==> config.mk <==
export PLATFORM = sky130hd
export DESIGN_NAME = pwm_frame_encoder
export DESIGN_NICKNAME = d
export VERILOG_FILES = /design/src/rtl/pwm_frame_encoder.sv
export SDC_FILE = /design/constraint.sdc
export NUM_CORES = 1
export LEC_CHECK = 0
export ABC_AREA = 1
export ABC_CLOCK_PERIOD_IN_PS = 2100
export BUFFER_PORTS_ARGS = -buffer_cell sky130_fd_sc_hd__buf_4
export CAP_MARGIN = 10
export CORE_ASPECT_RATIO = 1.5
export CORE_MARGIN = 8
export CORE_UTILIZATION = 40
export CTS_CLUSTER_SIZE = 16
export DETAILED_ROUTE_END_ITERATION = 16
export PLACE_DENSITY_LB_ADDON = 0.15
export SLEW_MARGIN = 20
export SYNTH_ARGS = -nofsm -noshare
export SYNTH_HDL_FRONTEND = slang
export SYNTH_SLANG_ARGS = --single-unit
==> constraint.sdc <==
create_clock -name clk -period 2.1 [get_ports clk]
set_input_delay 0.42 -clock clk [delete_from_list [all_inputs] [get_ports clk]]
set_output_delay 0.42 -clock clk [all_outputs]
set_load 0.1 [all_outputs]
==> src/rtl/pwm_frame_encoder.sv <==
// Serial bit capture (scl/sda, synchronized) into a circular FIFO, then framed
// PWM transmission: START low, per-bit MARK high (T1/T0) + SPACE low, STOP high.
module pwm_frame_encoder #(
  parameter int DEPTH        = 16,
  parameter int FRAME_BITS   = 8,
  parameter int T1           = 20,
  parameter int T0           = 10,
  parameter int GAP          = 5,
  parameter int START_CYCLES = 5,
  parameter int STOP_CYCLES  = 15
) (
  input  logic                     clk,
  input  logic                     rst,
  input  logic                     scl,
  input  logic                     sda,
  input  logic                     wen,
  input  logic                     op_en,
  input  logic                     clr_err,
  output logic                     sg_out,
  output logic [$clog2(DEPTH):0]   buff_count,
  output logic                     buff_full,
  output logic                     buff_empty,
  output logic                     overflow_err,
  output logic                     busy,
  output logic                     frame_done,
  output logic [2:0]               dbg_state
);

  localparam int AW = $clog2(DEPTH);
  localparam int CW = AW + 1;

  typedef enum logic [2:0] {
    S_IDLE  = 3'd0,
    S_START = 3'd1,
    S_MARK  = 3'd2,
    S_SPACE = 3'd3,
    S_STOP  = 3'd4
  } state_t;

  logic          r_scl_s1, r_scl_s2, r_scl_prev;
  logic          r_sda_s1, r_sda_s2;
  logic          r_mem [DEPTH];
  logic [AW-1:0] r_wr_ptr, r_rd_ptr;
  logic [CW-1:0] r_count;
  logic          r_ovf;
  state_t        r_state;
  logic [31:0]   r_cnt;
  logic [CW-1:0] r_bits;
  logic          r_sg, r_busy, r_done;

  logic          w_edge, w_push, w_pop, w_full, w_accept, w_drop, w_head;
  logic [31:0]   w_mark_len;

  assign w_edge     = r_scl_s2 & ~r_scl_prev;
  assign w_push     = w_edge & wen;
  assign w_full     = (r_count == CW'(DEPTH));
  assign w_pop      = (r_state == S_SPACE) && (r_cnt == 32'(GAP - 1));
  // A pop in the same cycle frees a slot, so a push into a full FIFO still lands.
  assign w_accept   = w_push & (~w_full | w_pop);
  assign w_drop     = w_push & w_full & ~w_pop;
  assign w_head     = r_mem[r_rd_ptr];
  assign w_mark_len = w_head ? 32'(T1) : 32'(T0);

  always_ff @(posedge clk or posedge rst) begin
    if (rst) begin
      r_scl_s1   <= 1'b0;
      r_scl_s2   <= 1'b0;
      r_scl_prev <= 1'b0;
      r_sda_s1   <= 1'b0;
      r_sda_s2   <= 1'b0;
    end else begin
      r_scl_s1   <= scl;
      r_scl_s2   <= r_scl_s1;
      r_scl_prev <= r_scl_s2;
      r_sda_s1   <= sda;
      r_sda_s2   <= r_sda_s1;
    end
  end

  always_ff @(posedge clk) begin
    if (w_accept) r_mem[r_wr_ptr] <= r_sda_s2;
  end

  always_ff @(posedge clk or posedge rst) begin
    if (rst) begin
      r_wr_ptr <= '0;
      r_rd_ptr <= '0;
      r_count  <= '0;
      r_ovf    <= 1'b0;
    end else begin
      if (w_accept) r_wr_ptr <= r_wr_ptr + AW'(1);
      if (w_pop)    r_rd_ptr <= r_rd_ptr + AW'(1);
      case ({w_accept, w_pop})
        2'b10:   r_count <= r_count + CW'(1);
        2'b01:   r_count <= r_count - CW'(1);
        default: r_count <= r_count;
      endcase
      // A fresh overflow takes priority over a simultaneous clear.
      if (w_drop)       r_ovf <= 1'b1;
      else if (clr_err) r_ovf <= 1'b0;
    end
  end

  always_ff @(posedge clk or posedge rst) begin
    if (rst) begin
      r_state <= S_IDLE;
      r_cnt   <= '0;
      r_bits  <= '0;
      r_sg    <= 1'b1;
      r_busy  <= 1'b0;
      r_done  <= 1'b0;
    end else begin
      r_done <= 1'b0;
      case (r_state)
        S_IDLE: begin
          r_sg <= 1'b1;
          if (op_en && (r_count >= CW'(FRAME_BITS))) begin
            r_state <= S_START;
            r_cnt   <= '0;
            r_bits  <= '0;
            r_sg    <= 1'b0;
            r_busy  <= 1'b1;
          end
        end
        S_START: begin
          if (r_cnt == 32'(START_CYCLES - 1)) begin
            r_state <= S_MARK;
            r_cnt   <= '0;
            r_sg    <= 1'b1;
          end else r_cnt <= r_cnt + 32'd1;
        end
        S_MARK: begin
          if (r_cnt == w_mark_len - 32'd1) begin
            r_state <= S_SPACE;
            r_cnt   <= '0;
            r_sg    <= 1'b0;
          end else r_cnt <= r_cnt + 32'd1;
        end
        S_SPACE: begin
          if (r_cnt == 32'(GAP - 1)) begin
            r_cnt  <= '0;
            r_bits <= r_bits + CW'(1);
            r_sg   <= 1'b1;
            if (r_bits == CW'(FRAME_BITS - 1)) r_state <= S_STOP;
            else                               r_state <= S_MARK;
          end else r_cnt <= r_cnt + 32'd1;
        end
        S_STOP: begin
          if (r_cnt == 32'(STOP_CYCLES - 1)) begin
            r_state <= S_IDLE;
            r_cnt   <= '0;
            r_busy  <= 1'b0;
            r_done  <= 1'b1;
          end else r_cnt <= r_cnt + 32'd1;
        end
        default: begin
          r_state <= S_IDLE;
          r_cnt   <= '0;
          r_sg    <= 1'b1;
          r_busy  <= 1'b0;
        end
      endcase
    end
  end

  assign sg_out       = r_sg;
  assign busy         = r_busy;
  assign frame_done   = r_done;
  assign buff_count   = r_count;
  assign buff_full    = w_full;
  assign buff_empty   = (r_count == '0);
  assign overflow_err = r_ovf;
  assign dbg_state    = r_state;

endmodule
### After elaboration in Yosys (flattened, before gate mapping)

Memory sizes are Yosys's and may differ from the RTL's.
Index checks and enable logic that the tools add are counted.

* add/sub/neg operators: 7
* magnitude comparators: 1
* equality and inequality tests: 17
* muxes and demuxes: 30
* bitwise gates (word level): 11
* reductions and logical operators: 13

Operators with widths (number)
* $mux 32: 4
* $pmux 32 s4: 1
* $add 32x1->32 const B: 1
* $eq 32x3->1 const B: 1
* $eq 32x32->1: 1
* $eq 32x4->1 const B: 1
* $pmux 5 s2: 2
* $mux 3: 6
* $mux 5: 3
* $pmux 3 s5: 1
* $mux 1: 11
* $add 5x1->5 const B: 2
* $reduce_and 3->1: 3
* $add 4x1->4 const B: 2
* $ne 2x2->1 const B: 4
* $eq 3x2->1 const B: 2
* $reduce_bool 2->1: 3
* $sub 5x1->6 const B: 1
* $and 1x1->1: 5
* $eq 5x3->1 const B: 1
* $eq 5x5->1 const B: 1
* $ge 5x4->1 const B: 1
* $logic_not 5->1: 1
* $not 1->1: 5
* other kinds (14): 16

* flip-flop bits (word level): 62
* bits in writable memories: 16
* bits of input ports: 7
* output and inout bits: 14
* word-level logic and storage cells: 95
* memories: 1

Memories
* r_mem: words 16, width 1, rd ports 1, clocked after memory_dff 0, write ports 1, line 42 `logic r_mem [DEPTH];`

### Logic depth before layout (Yosys ltp)

* depth in word-level cells: 6
* gate-level depth with buffers: 17
* depth with buffers taken out: 17

### Worst setup path after synthesis

Ideal clock, no wire load.

* path kind: flip-flop to flip-flop
* start: reg r_count[0], in the netlist buff_count[0]
* end: mem r_mem[0], enable pin
* setup time: 0.299 ns
* arrival time: 2.675 ns
* required time: 1.801 ns
* slack: -0.874 ns
* cell stages (with the launch flop): 9
* path buffers: 0
* clock period less this slack: 2.974 ns
* path through: dfrtp_1 > nor4_1 > nand2_1 > clkinv_1 > nand2_1 > nand2_2 > inv_2 > nand2_1 > nor2_1

* cells in the longest elaborated chain, start to end: 6

RTL lines
* start, declared: line 44 `logic [CW-1:0] r_count;`
* start signal, assigned: line 94 `2'b10: r_count <= r_count + CW'(1);`
* start signal, assigned: line 95 `2'b01: r_count <= r_count - CW'(1);`
* start signal, assigned: line 96 `default: r_count <= r_count;`
* $eq 5x5->1: line 56 `assign w_full = (r_count == CW'(DEPTH));`
* via buff_full: line 21 `output logic buff_full,`
* $not 1->1: line 59 `assign w_accept = w_push & (~w_full | w_pop);`
* $or 1x1->1: line 59
* $and 1x1->1: line 59
* $mux 1: line 81 `if (w_accept) r_mem[r_wr_ptr] <= r_sda_s2;`
* $mux 1 (not written as such): line 81
* end, declared: line 42

The timed path passes the listed nets, and every way through them passes these cells.

### Worst setup path in the final report

* start: reg r_cnt[18]
* end: reg r_count[2], in the netlist buff_count[2]

* cells in the longest elaborated chain, start to end: 6
* elaborated cells between the ends (all ways): 8
* classes of those cells: eq/ne: 3; mux: 1; bitwise: 2; reduce/logical: 2

RTL lines
* start, declared: line 47 `logic [31:0] r_cnt;`
* start signal, assigned: line 130 `end else r_cnt <= r_cnt + 32'd1;`
* start signal, assigned: line 137 `end else r_cnt <= r_cnt + 32'd1;`
* start signal, assigned: line 146 `end else r_cnt <= r_cnt + 32'd1;`
* $eq 32x3->1 (*): line 57 `assign w_pop = (r_state == S_SPACE) && (r_cnt == 32'(GAP - 1));`
* $logic_and 1x1->1 (*): line 57
* $or 1x1->1: line 59
* $and 1x1->1: line 59
* $eq 2x1->1 or $eq 2x2->1 (tied branches): line 93 `case ({w_accept, w_pop})`
* $pmux 5 s2 or $reduce_bool 2->1 (tied branches)

Mark *: on every way between the ends. The rest lies on a longest branch, timed or not.
A chain may end at the register's enable or synchronous reset.

==> impl_metrics.json <==
{
  "synthesis.nets": 592,
  "grt_max_degree": 28,
  "grt_use_met2_pct": 29.7,
  "cts_tree": "built",
  "synthAdderAreaFrac_pct": 3.77,
  "r2r-end": "buff_count[2]",
  "rows": 47,
  "synth-edff-count": 16,
  "p_comb_share_pct": 43.5,
  "root_buffer": "clkbuf_16",
  "drt_iter0_drc": 145,
  "most-common-layout-cells": "119 x nand2_1, 97 x buf_4, 60 x inv_1",
  "min_path_type": "primary input to async pin",
  "maxCapViolCount": 0,
  "critPathMaxFanout": 3,
  "grt_use_met1_pct": 15.6,
  "synth_compound_area_share_pct": 8.17,
  "wl_per_cell_um": 13.6,
  "critPathRequiredTime_ns": 2.37,
  "fp.dieArea_um2": 15000,
  "ys.flop_type": "dfrtp_1",
  "post-route-min-period_ns": 2.28,
  "grtUsageTotal_pct": 15.8,
  "yosys.area.top_type_share_pct": 33.8,
  "dpl.hpwl_mm": 8.44,
  "setup_viol": 3,
  "fin_nets": 698,
  "overflow": 0,
  "ys_seq_elements": 78,
  "ir_drop_uv": 1020,
  "design_area_um2": 5940,
  "core-area_um2": 11000,
  "cts-hold-fix-buffers": 0,
  "r2r_slack_ns": -0.18,
  "cts-buffers-inserted": 9,
  "p_int_uw": 3510,
  "route.vias.total": 4146,
  "grt_setup_unrepaired": "true",
  "avgSynthCellArea_um2": 7.89,
  "async_flop_share_pct": 79.5,
  "finalHoldViolCount": 0,
  "globalRoute.busiestLayer": "met2",
  "layout_setup_ws_ns": -0.180,
  "syn_area_um2": 4520,
  "die_y_um": 146,
  "portBuffers": 20,
  "synth_top_cell_by_area": "dfrtp_1",
  "antenna_cells": 0,
  "period_share_pct": 109,
  "layout_commonest_cell": "nand2_1",
  "end_kind": "flip-flop",
  "path_clk_slew_ns": 0.07,
  "final_util_pct": 54.1,
  "slew_viol_final": 0,
  "antenna_found_initial": 0,
  "worstRegToRegCells": 13,
  "ys_types": 40,
  "power.switching_uw": 2830,
  "slew_headroom_pct": 62.6,
  "firstDrtPassIters": 4,
  "synth-simple-area-share_pct": 30.6,
  "layout-drive-gt1-share_pct": 32.5,
  "area_growth_pct": 31.6,
  "met3_usage_pct": 3.19,
  "cts_sinks": 78,
  "status": "finished, violations left",
  "die_w_um": 103,
  "max-clock-path-buffers": 2,
  "yosys_warnings": 0,
  "ys_seq_area_share_pct": 45.0,
  "power_density_nw_per_um2": 1070,
  "wirelength_mm": 11.3,
  "worstSetupStartpointType": "flip-flop",
  "ioPinCount": 21,
  "worst_pin_slew_ns": 0.561,
  "start_util_pct": 41.1,
  "synth_top_family_by_area": "simple AND/OR/NAND/NOR gates",
  "worstSetupPathType": "flip-flop to flip-flop",
  "synth_xor_area_share_pct": 4.27,
  "post_dp_cell_area_um2": 5420,
  "arrival_ns": 2.55,
  "violations": "negative setup slack",
  "seqPwrFrac_pct": 33.1,
  "ys_top_cells_by_area": "dfrtp_1 34%, edfxtp_1 11%, nand2_1 10%, nor2_1 6.1%, inv_1 5.5%",
  "switching_share_pct": 44.6,
  "power.leakage_uw": 0.00279,
  "r2r_start": "r_cnt[18]",
  "muxShareOfSynthArea_pct": 0,
  "achievable-frequency_mhz": 439,
  "syn_inst": 572,
  "clock_latency_ns": 0.34,
  "htreeDepth": 3,
  "grt_pass1_wl_mm": 18.7,
  "grt_pass1_vias": 4241,
  "antenna_left": 0,
  "p_clk_share_pct": 23.4,
  "skew_ns": 0.0104,
  "drc": 0,
  "viasPerCell": 5.00,
  "gp_congestion": 0.864
}
==> how the worst max path moves through the flow <==
stage	from	end	slack (ns)
4_1_cts	r_cnt[10]	buff_count[4]	-0.17
5_1_grt	r_cnt[27]	buff_count[4]	-0.34
2_1_floorplan	dbg_state[0]	buff_count[4]	-0.21
6_report	r_cnt[18]	buff_count[2]	-0.18
3_3_place_gp	r_cnt[5]	buff_count[4]	-0.19
3_5_place_dp	r_cnt[11]	buff_count[4]	-0.21
==> cell families after synthesis <==
group / Yosys count
xor gates and xnor gates: 22
DFF: 78
adders and majority gates: 13
AOI/OAI and AO/OA: 65
and+or+nand+nor: 298
buffers and inverters: 96
==> layer usage <==
metal	vias to the layer above	routed length (um)
met1	1976	4380
met2	59	6310
li1	2079	-
met4	0	399
met5	-	0
met3	32	223
==> cell usage after synthesis (5+ instances only) <==
cell type / number
a21oi_1: 15
dfrtp_1: 61
edfxtp_1: 16
ha_1: 12
inv_1: 66
inv_2: 22
nand2_1: 124
nand3_1: 43
nand4_1: 13
nor2_1: 73
nor2_2: 5
nor3_1: 13
nor4_1: 6
o21ai_0: 14
o21ai_1: 16
o22ai_1: 15
xor2_1: 21
==> what timing repair did <==
| item | 4_1_cts | 5_1_grt |
|---|---|---|
| setup endpoints to repair | 18 | 30 |
| gates resized for setup | 11 | 41 |
| setup buffers | 4 | 7 |
| cloned | 0 | 0 |
| pin swaps | 8 | 10 |
==> registers in the layout (all words and copies together), names as in the netlist, 3 cells and up <==
name        count
dbg_state       3
buff_count      5
r_bits          5
r_rd_ptr        4
r_cnt          32
r_mem          16
r_wr_ptr        4
==> metrics by stage <==
stage	hold slack, ns	std cells	total power (uW)	setup TNS (ns)	worst slack, ns
finish	0.136	830	6330	-0.424	-0.180
detailed placement	0.341	804	4660	-0.445	-0.214
floorplan	0.331	572	3900	-2.38	-0.210
global route	0.169	830	6720	-1.20	-0.342
CTS	0.151	824	6180	-0.322	-0.165
global placement	0.334	804	4620	-0.383	-0.191
==> layout make-up <==
class                   count  area, um^2
clock buffers               9         225
clock inverters             7        55.1
fillers                  1039        5050
inverters                  89         343
multi-input cells         398        2290
flip-flops and latches     78        2050
well taps                 147         184
repair buffers            102         806
==> critical path, cell delays in order (launching register included) <==
cell,delay (ns)
dfrtp_1,0.39
inv_2,0.06
nand4_1,0.13
nor2_2,0.17
nand3_2,0.13
nor2_2,0.13
nand3_2,0.10
nor2_4,0.13
inv_2,0.05
fa_2,0.35
buf_4,0.14
buf_4,0.14
xor2_2,0.17
a21oi_2,0.13
==> power groups by stage <==
stage / sequential, uW / clock (uW) / combinational, uW
after floorplan: 2650 / 0 / 1250
after global placement: 2080 / 0 / 2540
after detailed placement: 2090 / 0 / 2570
after CTS: 2070 / 1520 / 2600
after global routing: 2120 / 1580 / 3020
final: 2090 / 1480 / 2750
No activity file was read; power rests on OpenSTA's default activity.
